$ cat config.mk
export PLATFORM = sky130hd
export DESIGN_NAME = cmdspi_master
export DESIGN_NICKNAME = d
export VERILOG_FILES = /design/src/rtl/cmdspi_pkg.sv /design/src/rtl/cmdspi_master_tick.sv /design/src/rtl/cmdspi_master.sv
export SDC_FILE = /design/constraint.sdc
export NUM_CORES = 1
export LEC_CHECK = 0
export ABC_CLOCK_PERIOD_IN_PS = 2500
export BUFFER_PORTS_ARGS = -buffer_cell sky130_fd_sc_hd__buf_2
export CAP_MARGIN = 20
export CORE_MARGIN = 8
export CORE_UTILIZATION = 57
export CTS_CLUSTER_DIAMETER = 100
export DETAILED_ROUTE_END_ITERATION = 12
export GPL_TIMING_DRIVEN = 0
export PLACE_DENSITY = 0.79
export SYNTH_ARGS = -nofsm -noshare
export SYNTH_HDL_FRONTEND = slang
export SYNTH_SLANG_ARGS = --single-unit
$ cat constraint.sdc
create_clock -name clk -period 2.5 [get_ports clk]
set_input_delay 0 -clock clk [delete_from_list [all_inputs] [get_ports clk]]
set_output_delay 0 -clock clk [all_outputs]
set_load 0.02 [all_outputs]
$ cat src/rtl/cmdspi_pkg.sv
// Shared cmdspi definitions: field widths, R/W encoding, master FSM states and frame packing.
// Pure declarations; no timing, no flow control.
package cmdspi_pkg;
  localparam int CMDSPI_ADDR_W  = 7;
  localparam int CMDSPI_DATA_W  = 32;
  localparam int CMDSPI_FRAME_W = 40;

  localparam logic CMDSPI_RW_WRITE = 1'b0;
  localparam logic CMDSPI_RW_READ  = 1'b1;

  typedef enum logic [2:0] {
    ST_IDLE,
    ST_SETUP,
    ST_SHIFT,
    ST_HOLD,
    ST_GAP
  } cmdspi_state_t;

  // Reads carry an all-zero data field on the wire.
  function automatic logic [CMDSPI_FRAME_W-1:0] cmdspi_frame(
    input logic                     rd,
    input logic [CMDSPI_ADDR_W-1:0] addr,
    input logic [CMDSPI_DATA_W-1:0] wdat
  );
    return {rd, addr, (rd == CMDSPI_RW_READ) ? {CMDSPI_DATA_W{1'b0}} : wdat};
  endfunction
endpackage

$ cat src/rtl/cmdspi_master_tick.sv
// Loadable down-counter; tick is high while the count is zero (phase end), one cycle after
// the count runs out. Load has priority; the counter parks at zero until reloaded.
module cmdspi_master_tick #(
  parameter int W = 8
) (
  input  logic         clk,
  input  logic         rst_n,
  input  logic         load,
  input  logic [W-1:0] load_val,
  output logic         tick
);
  logic [W-1:0] cnt;

  always_ff @(posedge clk or negedge rst_n) begin
    if (!rst_n) begin
      cnt <= '0;
    end else if (load) begin
      cnt <= load_val;
    end else if (cnt != '0) begin
      cnt <= cnt - W'(1);
    end
  end

  assign tick = (cnt == '0);
endmodule

$ cat src/rtl/cmdspi_master.sv
// SPI command master: one request at a time, 40b frame, 82*CLK_DIV+CSN_GAP cycles accept to ready;
// req_ready only in IDLE. CMDSPI_MASTER_MISO_SYNC_EN adds a 2-flop MISO synchroniser.
module cmdspi_master
  import cmdspi_pkg::*;
#(
  parameter int CLK_DIV = 8,
  parameter int CSN_GAP = 8
) (
  input  logic                     clk,
  input  logic                     rst_n,
  input  logic                     req_valid,
  output logic                     req_ready,
  input  logic                     req_rd,
  input  logic [CMDSPI_ADDR_W-1:0] req_addr,
  input  logic [CMDSPI_DATA_W-1:0] req_wdat,
  output logic                     rsp_valid,
  output logic [CMDSPI_DATA_W-1:0] rsp_rdat,
  output logic                     busy,
  output logic                     CSN,
  output logic                     SCLK,
  output logic                     MOSI,
  input  logic                     MISO
);
  localparam logic [7:0] DIV_LD = 8'(CLK_DIV - 1);
  localparam logic [7:0] GAP_LD = 8'(CSN_GAP - 1);

  cmdspi_state_t             state_q, state_d;
  logic                      tick, load;
  logic [7:0]                load_val;
  logic                      accept, sclk_rise, sclk_fall, frame_end;
  logic [5:0]                bit_q, nxt_bit;
  logic [CMDSPI_FRAME_W-1:0] tx_q;
  logic [CMDSPI_DATA_W-1:0]  rx_q;
  logic                      rd_q;
  logic                      out_en_q;
  logic                      miso_s;

`ifdef CMDSPI_MASTER_MISO_SYNC_EN
  logic [1:0] miso_sync;
  always_ff @(posedge clk or negedge rst_n) begin
    if (!rst_n) miso_sync <= 2'b00;
    else        miso_sync <= {miso_sync[0], MISO};
  end
  assign miso_s = miso_sync[1];
`else
  assign miso_s = MISO;
`endif

  cmdspi_master_tick #(.W(8)) u_tick (
    .clk      (clk),
    .rst_n    (rst_n),
    .load     (load),
    .load_val (load_val),
    .tick     (tick)
  );

  // out_en_q keeps req_ready low while reset is asserted.
  assign req_ready = out_en_q && (state_q == ST_IDLE);
  assign busy      = (state_q != ST_IDLE);

  always_ff @(posedge clk or negedge rst_n) begin
    if (!rst_n) state_q <= ST_IDLE;
    else        state_q <= state_d;
  end

  always_comb begin
    state_d   = state_q;
    load      = 1'b0;
    load_val  = DIV_LD;
    accept    = 1'b0;
    sclk_rise = 1'b0;
    sclk_fall = 1'b0;
    frame_end = 1'b0;
    nxt_bit   = (state_q == ST_SETUP) ? 6'd39 : bit_q - 6'd1;
    case (state_q)
      ST_IDLE: begin
        if (req_valid && req_ready) begin
          accept  = 1'b1;
          load    = 1'b1;
          state_d = ST_SETUP;
        end
      end
      ST_SETUP: begin
        if (tick) begin
          load      = 1'b1;
          sclk_rise = 1'b1;
          state_d   = ST_SHIFT;
        end
      end
      ST_SHIFT: begin
        // SCLK itself tells which half of the pulse we are in.
        if (tick) begin
          load = 1'b1;
          if (SCLK)               sclk_fall = 1'b1;
          else if (bit_q == 6'd0) state_d   = ST_HOLD;
          else                    sclk_rise = 1'b1;
        end
      end
      ST_HOLD: begin
        if (tick) begin
          load      = 1'b1;
          load_val  = GAP_LD;
          frame_end = 1'b1;
          state_d   = ST_GAP;
        end
      end
      ST_GAP: begin
        if (tick) state_d = ST_IDLE;
      end
      default: state_d = ST_IDLE;
    endcase
  end

  always_ff @(posedge clk or negedge rst_n) begin
    if (!rst_n) begin
      CSN       <= 1'b1;
      SCLK      <= 1'b0;
      MOSI      <= 1'b0;
      rsp_valid <= 1'b0;
      rsp_rdat  <= '0;
      tx_q      <= '0;
      rx_q      <= '0;
      rd_q      <= 1'b0;
      bit_q     <= 6'd0;
      out_en_q  <= 1'b0;
    end else begin
      out_en_q  <= 1'b1;
      rsp_valid <= frame_end;
      if (accept) begin
        tx_q  <= cmdspi_frame(req_rd, req_addr, req_wdat);
        rd_q  <= req_rd;
        CSN   <= 1'b0;
        MOSI  <= req_rd;
        bit_q <= 6'd39;
      end
      // Data bits of a read return on pulses 9..40, MSB first.
      if (sclk_rise) begin
        SCLK  <= 1'b1;
        bit_q <= nxt_bit;
        MOSI  <= tx_q[nxt_bit];
        if (rd_q && (nxt_bit < 6'd32)) rx_q <= {rx_q[CMDSPI_DATA_W-2:0], miso_s};
      end
      if (sclk_fall) SCLK <= 1'b0;
      if (frame_end) begin
        CSN <= 1'b1;
        if (rd_q) rsp_rdat <= rx_q;
      end
    end
  end
endmodule
==> summary.md, run 1 <==
| Metric | Value |
|---|---|
| Status | finished, violations left |
| Failing checks | setup timing |
| Met3 usage | 5.89% |
| Detailed-router iteration count before antenna repair | 6 |
| Global-route wire length before repair | around 23000 um |
| Area contributors post-synth | dfrtp_1 (54%), mux2_4 (7.8%), mux2_2 (6.5%), nand2_1 (4.8%), o21ai_0 (4.1%) |
| Via count | about 4400 |
| CTS tree | built |
| Max Clock Freq | ~0.39 GHz |
| Synth Register Bits | around 130 |
| Slowest CP cell | or4_4 |
| Core area | about 0.0098 sq mm |
| Routed Wire Length | 14600 um |
| Skew-Pair Late Insertion Delay | about 530 ps |
| DRC violations left | 0 |
| Most instantiated cells after synthesis | dfrtp_1 (125), nand2_1 (73), o21ai_0 (47) |
| Synthesis-to-layout area growth | 36.4% |
| Crit path arrival time | between 2000 and 3000 ps |
| Initial core utilization | about three fifths |
| Slew headroom | 46.4% |
| Post-DP Area | about 0.0064 sq mm |
| H-tree Lvls | 4 |
| Vias in the first global route | ~4600 |
| Register area share after synthesis | 54.9% |
| Root buffer cell | clkbuf_8 |
| Hold WC Path Type | in2async |
| CTS clock-pin slew for the worst setup and hold paths | 60 ps |
| Clock Skews | around 14 ps |
| Critical path peak fanout | 10 |
| RePlAce Congestion | ~0.9 |
| Die W | about 120 um |
| CP Launch Point | u_tick.cnt[3] |
| CP max stage delay | roughly 570 ps |
| CP Capture Type | flip-flop |
| Final period util | 103% |
| Worst IR Drop VDD | roughly 470 uV |
| Routed vias/inst | about 5.5 |
| Reg2reg start | u_tick.cnt[3] |
| Crit Path Class | reg2reg |
| Yosys warns | 0 |
| Drt wl/cell | 18.1 um |
| RSZ-0062 raised after global routing | yes |
| Longest Clk Path Bufs | 2 |
| Final Setup Violations | 31 |
| GRT Total Usage | about 21% |
| Actual slew at the worst max-slew pin | 801 ps |
| Nets | roughly 710 |
| Post-synth net total | about 550 |
| Post-route ant nets | 0 |
| Die area | roughly 0.014 sq mm |
| Asr flop ratio synth | 100% |
| Synth area leader | dfrtp_1 |
| Total gr overflow | 0 |
| Final Power | about 0.0073 W |
| HPWL after DPL | approximately 8800 um |
| Required time of the critical path | slightly below 3000 ps |
| Synth top area share | between 50% and 60% |
| Hold Fails Final Rpt | 0 |
| Mean area per synthesized cell | approximately 11 sq um |
| Crit start category | flip-flop |
| Setup TNS | -1220 ps |
| Max Cap Viol | 0 |
| Final Max Tran Viols | 0 |
| Synth Flop Type | dfrtp_1 |
| Post-synth EDFFs | 0 |
| GR peak layer | met2 |
| Layout cells sized above 1 | between 30% and 40% |
| Total CTS buffers | 17 |
| Cell family with most CP delay | simple AND/OR/NAND/NOR gates |
| Rows | 36 |
| Antenna violations before repair | 0 |
| Power per Cell Area | just over 900 mW/mm^2 |
| Initial DRC Count | 350 |
| # port buffers | 81 |
| I/O pins | 82 |
| Critical-path cell list | or4_4, nor4b_4, nand2_2, nor3b_4, nand2_4, buf_12, mux2_4 |
| Post-route minimum period | approximately 2600 ps |
| Met1 GRT Util | about 25% |
| Clock sinks | roughly 130 |
| Pin count of the biggest net entering global routing | around 110 |
| Post-route setup slack | -65.4 ps |
| Synth Cell Area | 0.00575 sq mm |
| N_diodes | 0 |
| Design area | ~0.008 sq mm |
| Post-synthesis cell count | 501 |
| M2 GR Usage | between 30% and 40% |
| Crit path buf inv count | 1 |
| Yosys cell types | between 50 and 60 |
| Leak | 3.92 nW |
| Die Y-Extent | around 120 um |
| Most common cell in the netlist | dfrtp_1 |
## flip-flops by register name, summed over array words and instances (netlist names)
name,count
SCLK,1
u_tick.cnt,8
state_q,3
bit_q,6
MOSI,1
CSN,1
rsp_valid,1
rx_q,32
out_en_q,1
tx_q,40
rsp_rdat,32
## final cells by class
| type | count | area, sq um |
|---|---|---|
| inverter | 7 | 27.5 |
| multi-input combinational | 339 | 2600 |
| tap | 133 | 166 |
| clock buffer | 17 | 414 |
| timing repair buffer | 139 | 1030 |
| buffer | 29 | 223 |
| sequential | 126 | 3160 |
| clock inverter | 15 | 224 |
| fill | 554 | 1930 |
## per-stage QoR
step	util, %	setup slack, ps	instances	hold WS, ps
2_1_floorplan	-	201	501	-296
3_3_place_gp	64.7	-304	715	194
3_5_place_dp	65.0	-361	716	-151
4_1_cts	76.9	5.81	796	118
5_1_grt	80.2	-88.2	805	162
6_report	80.2	-65.4	805	102
## placed cells by master (no fill, tap or decap), drive strengths merged, types with 7 or more instances in the layout
cell type    instances
dfrtp              125
buf                103
nand2               75
mux2                64
o21ai               47
dlygate4sd3         46
clkbuf              36
nand2b              32
nor2                22
inv                 13
a21oi               10
nor3                 7
nand3                7
## per-layer routing
layer  part of all wire (%)  vias up  wire (um)
met3                    6.0       18        882
met2                     52      165       7650
met5                      0        -          0
li1                       -     2052          -
met4                    1.2        0        182
met1                     40     2186       5880
## worst register-to-register path, stage by stage (launching register included)
cell,delay (ps)
dfrtp_2,400
or4_4,570
nor4b_4,400
nand2_2,140
nor3b_4,290
nand2_4,150
buf_12,180
mux2_4,310
## what timing repair did
action | CTS | global route
setup endpoints to repair | 69 | 81
resized for setup | 15 | 60
cloned | 0 | 3
pin swaps | 1 | 4
buffers inserted | 2 | 6
endpoints found under the hold margin | 168 | 0
hold buffers | 46 | 0
## report_power, final
group	switching [W]	total (W)	internal (W)
Clock	0.00104	0.00270	0.00166
Sequential	0.000292	0.00273	0.00244
Combinational	0.00107	0.00186	0.000786
Total	0.00240	0.00729	0.00489
## cell families after synthesis
family / share of synthesized area (%)
buffers and inverters: 3.00
multiplexers: 16.3
XOR/XNOR: 1.68
other: 0.0652
AO/OA/AOI/OAI: 8.64
AND/OR/NAND/NOR: 14.6
adder cells (fa/ha/maj): 0.870
flip-flops: 54.9
## path summary, 6_finish.rpt
path / to / slack (ps) / cells after the start
max: rsp_rdat[26] / -70 / 7
min: SCLK / 100 / 3
max reg2reg: rsp_rdat[26] / -70 / 7
min reg2reg: tx_q[37] / 480 / 2
max in group asynchronous: rsp_rdat[10] / 1300 / 3
min in group clk: tx_q[35] / 210 / 4
Power figures use the tool's default switching activity.
==> inputs of run 2 (changes only) <==
--- a/config.mk
+++ b/config.mk
@@ -8,12 +8,14 @@
 export ABC_CLOCK_PERIOD_IN_PS = 2500
 export BUFFER_PORTS_ARGS = -buffer_cell sky130_fd_sc_hd__buf_2
 export CAP_MARGIN = 20
+export CORE_ASPECT_RATIO = 0.75
 export CORE_MARGIN = 8
 export CORE_UTILIZATION = 57
 export CTS_CLUSTER_DIAMETER = 100
 export DETAILED_ROUTE_END_ITERATION = 12
 export GPL_TIMING_DRIVEN = 0
 export PLACE_DENSITY = 0.79
+export SETUP_SLACK_MARGIN = 0.4
 export SYNTH_ARGS = -nofsm -noshare
 export SYNTH_HDL_FRONTEND = slang
 export SYNTH_SLANG_ARGS = --single-unit
==> summary.md, run 2 (synthesized netlist as in run 1, its figures left out) <==
| Metric | Value |
|---|---|
| Critical path peak fanout | 10 |
| Clock Skews | between 8 and 9 ps |
| Global-route wire length before repair | 23700 um |
| Power per Cell Area | roughly 940 mW/mm^2 |
| Post-route ant nets | 0 |
| Total gr overflow | 0 |
| DRC violations left | 0 |
| Final Setup Violations | 0 |
| Crit Path Class | reg2reg |
| Nets | just over 700 |
| Total CTS buffers | 17 |
| Vias in the first global route | 4649 |
| Final Max Tran Viols | 0 |
| Detailed-router iteration count before antenna repair | 5 |
| Drt wl/cell | a little over 20 um |
| Initial DRC Count | around 470 |
| Leak | between 3 and 4 nW |
| I/O pins | between 80 and 90 |
| Die area | around 0.014 sq mm |
| Hold_ws | a little over 80 ps |
| Pin count of the biggest net entering global routing | 81 |
| Via count | about 4700 |
| Core area | around 0.0097 sq mm |
| Clock sinks | roughly 130 |
| CTS tree | built |
| Status | completed |
| Layout cells sized above 1 | 39.9% |
| Required time of the critical path | about 2800 ps |
| Number of flip-flops in the largest register | 40 |
| Final Power | 0.00765 W |
| Biggest regs | tx_q: 40 flops, rsp_rdat: 32 flops, rx_q: 32 flops |
| Slew headroom | 63.8% |
| Routed Wire Length | approximately 17000 um |
| Hold WC Path Type | in2async |
| Most flops, register | tx_q |
| HPWL after DPL | around 9000 um |
| Most common cell after layout, fill and taps aside | dfrtp_1 |
| CTS clock-pin slew for the worst setup and hold paths | around 60 ps |
| Max Clock Freq | ~0.40 GHz |
| Longest Clk Path Bufs | 2 |
| Antenna violations before repair | 0 |
| Worst IR Drop VDD | roughly 600 uV |
| H-tree Lvls | 4 |
| Post-route minimum period | between 2000 and 2500 ps |
| RePlAce Congestion | between 0.8 and 0.9 |
| # port buffers | 81 |
| RSZ-0062 raised after global routing | yes |
| Placement Setup Slack | -82.9 ps |
| Routed vias/inst | 5.75 |
| Rows | 31 |
| Die Y-Extent | 103 um |
| Design area | ~0.008 sq mm |
| Root buffer cell | clkbuf_16 |
| Post-DP Area | roughly 0.0064 sq mm |
| Crit start category | flip-flop |
| CP Capture Type | flip-flop |
| Synthesis-to-layout area growth | 40.9% |
| GRT Total Usage | a little over a fifth |
| Actual slew at the worst max-slew pin | 543 ps |
| N_diodes | 0 |
| Final period util | between 90% and 100% |
| Max Cap Viol | 0 |
| FILL cells | 497 |
| Skew-Pair Late Insertion Delay | between 400 and 500 ps |
| Hold Fails Final Rpt | 0 |
| Dpl cells | a little over 700 |
| Post-Layout Cell Count | slightly above 800 |
| Initial core utilization | between 50% and 60% |
| Die W | ~130 um |
| Most frequent cells in the layout | dfrtp_1 (123), buf_2 (82), nand2_1 (71), mux2_4 (50), o21ai_0 (43) |
| Crit path arrival time | 2760 ps |
| Post-route setup slack | between 20 and 30 ps |
-- run 2: cell types whose count changed in the layout (fill, tap and decap cells not counted), moves of 4 or more --
cell and delta:
nor2_1 -6, o21ai_0 -4, clkbuf_1 -5, dlygate4sd3_1 -4, clkinvlp_4 +4, mux2_2 +10, buf_4 +14, buf_6 +5
mux2_4 -10
-- run 2: critical path: stages (launching register included) --
cell and delay, ps:
dfrtp_1 400, or4_4 540, nor4b_4 320, o21a_1 230
and3_4 210, clkbuf_16 170, buf_12 140, mux2_2 340
-- run 2: report_power, final --
part / internal, W / switching, W
combinational: 0.00103 / 0.00132
sequential: 0.00244 / 0.000334
clock: 0.00159 / 0.000936
total: 0.00506 / 0.00259
-- run 2: layout make-up --
type	count	area (sq um)	area share, %
timing repair buffer	151	1110	13.7
clock buffer	18	439	5.42
clock inverter	14	166	2.05
buffer	29	270	3.34
multi-input combinational	339	2760	34.1
sequential	126	3160	39.0
inverter	7	33.8	0.417
tap	132	165	2.04
-- run 2: final timing paths --
| check | startpoint | endpoint | slack (ps) | cells after the start |
|---|---|---|---|---|
| min in group clk | req_valid | tx_q[39] | 160 | 4 |
| min | rst_n | u_tick.cnt[4] | 80 | 2 |
| max | u_tick.cnt[3] | rx_q[27] | 30 | 7 |
| max reg2reg | u_tick.cnt[3] | rx_q[27] | 30 | 7 |
| max in group asynchronous | rst_n | rsp_rdat[30] | 1680 | 3 |
| min reg2reg | tx_q[37] | tx_q[37] | 470 | 2 |
-- run 2: layer usage --
layer	track usage [%]	up-vias	wire length, um	part of all wire [%]
li1	-	2081	-	-
met1	27.3	2359	7050	42
met2	36.3	199	8520	50
met3	5.50	50	938	5.5
met4	8.62	0	454	2.7
met5	0	-	0	0
-- run 2: through the flow --
stage | TNS [ps] | util (%)
after floorplan | 0 | -
after detailed placement | -3000 | 65.5
final | 0 | 83.2
after global routing | -450 | 83.2
after CTS | 0 | 78.4
after global placement | -23770 | 65.1
-- run 2: timing repair --
action / CTS / global route
pin swaps: 4 / 17
gates resized for setup: 36 / 90
setup endpoints to repair: 117 / 120
hold endpoints to repair: 128 / 0
cloned: 1 / 1
setup buffers: 9 / 15
hold buffers: 42 / 0
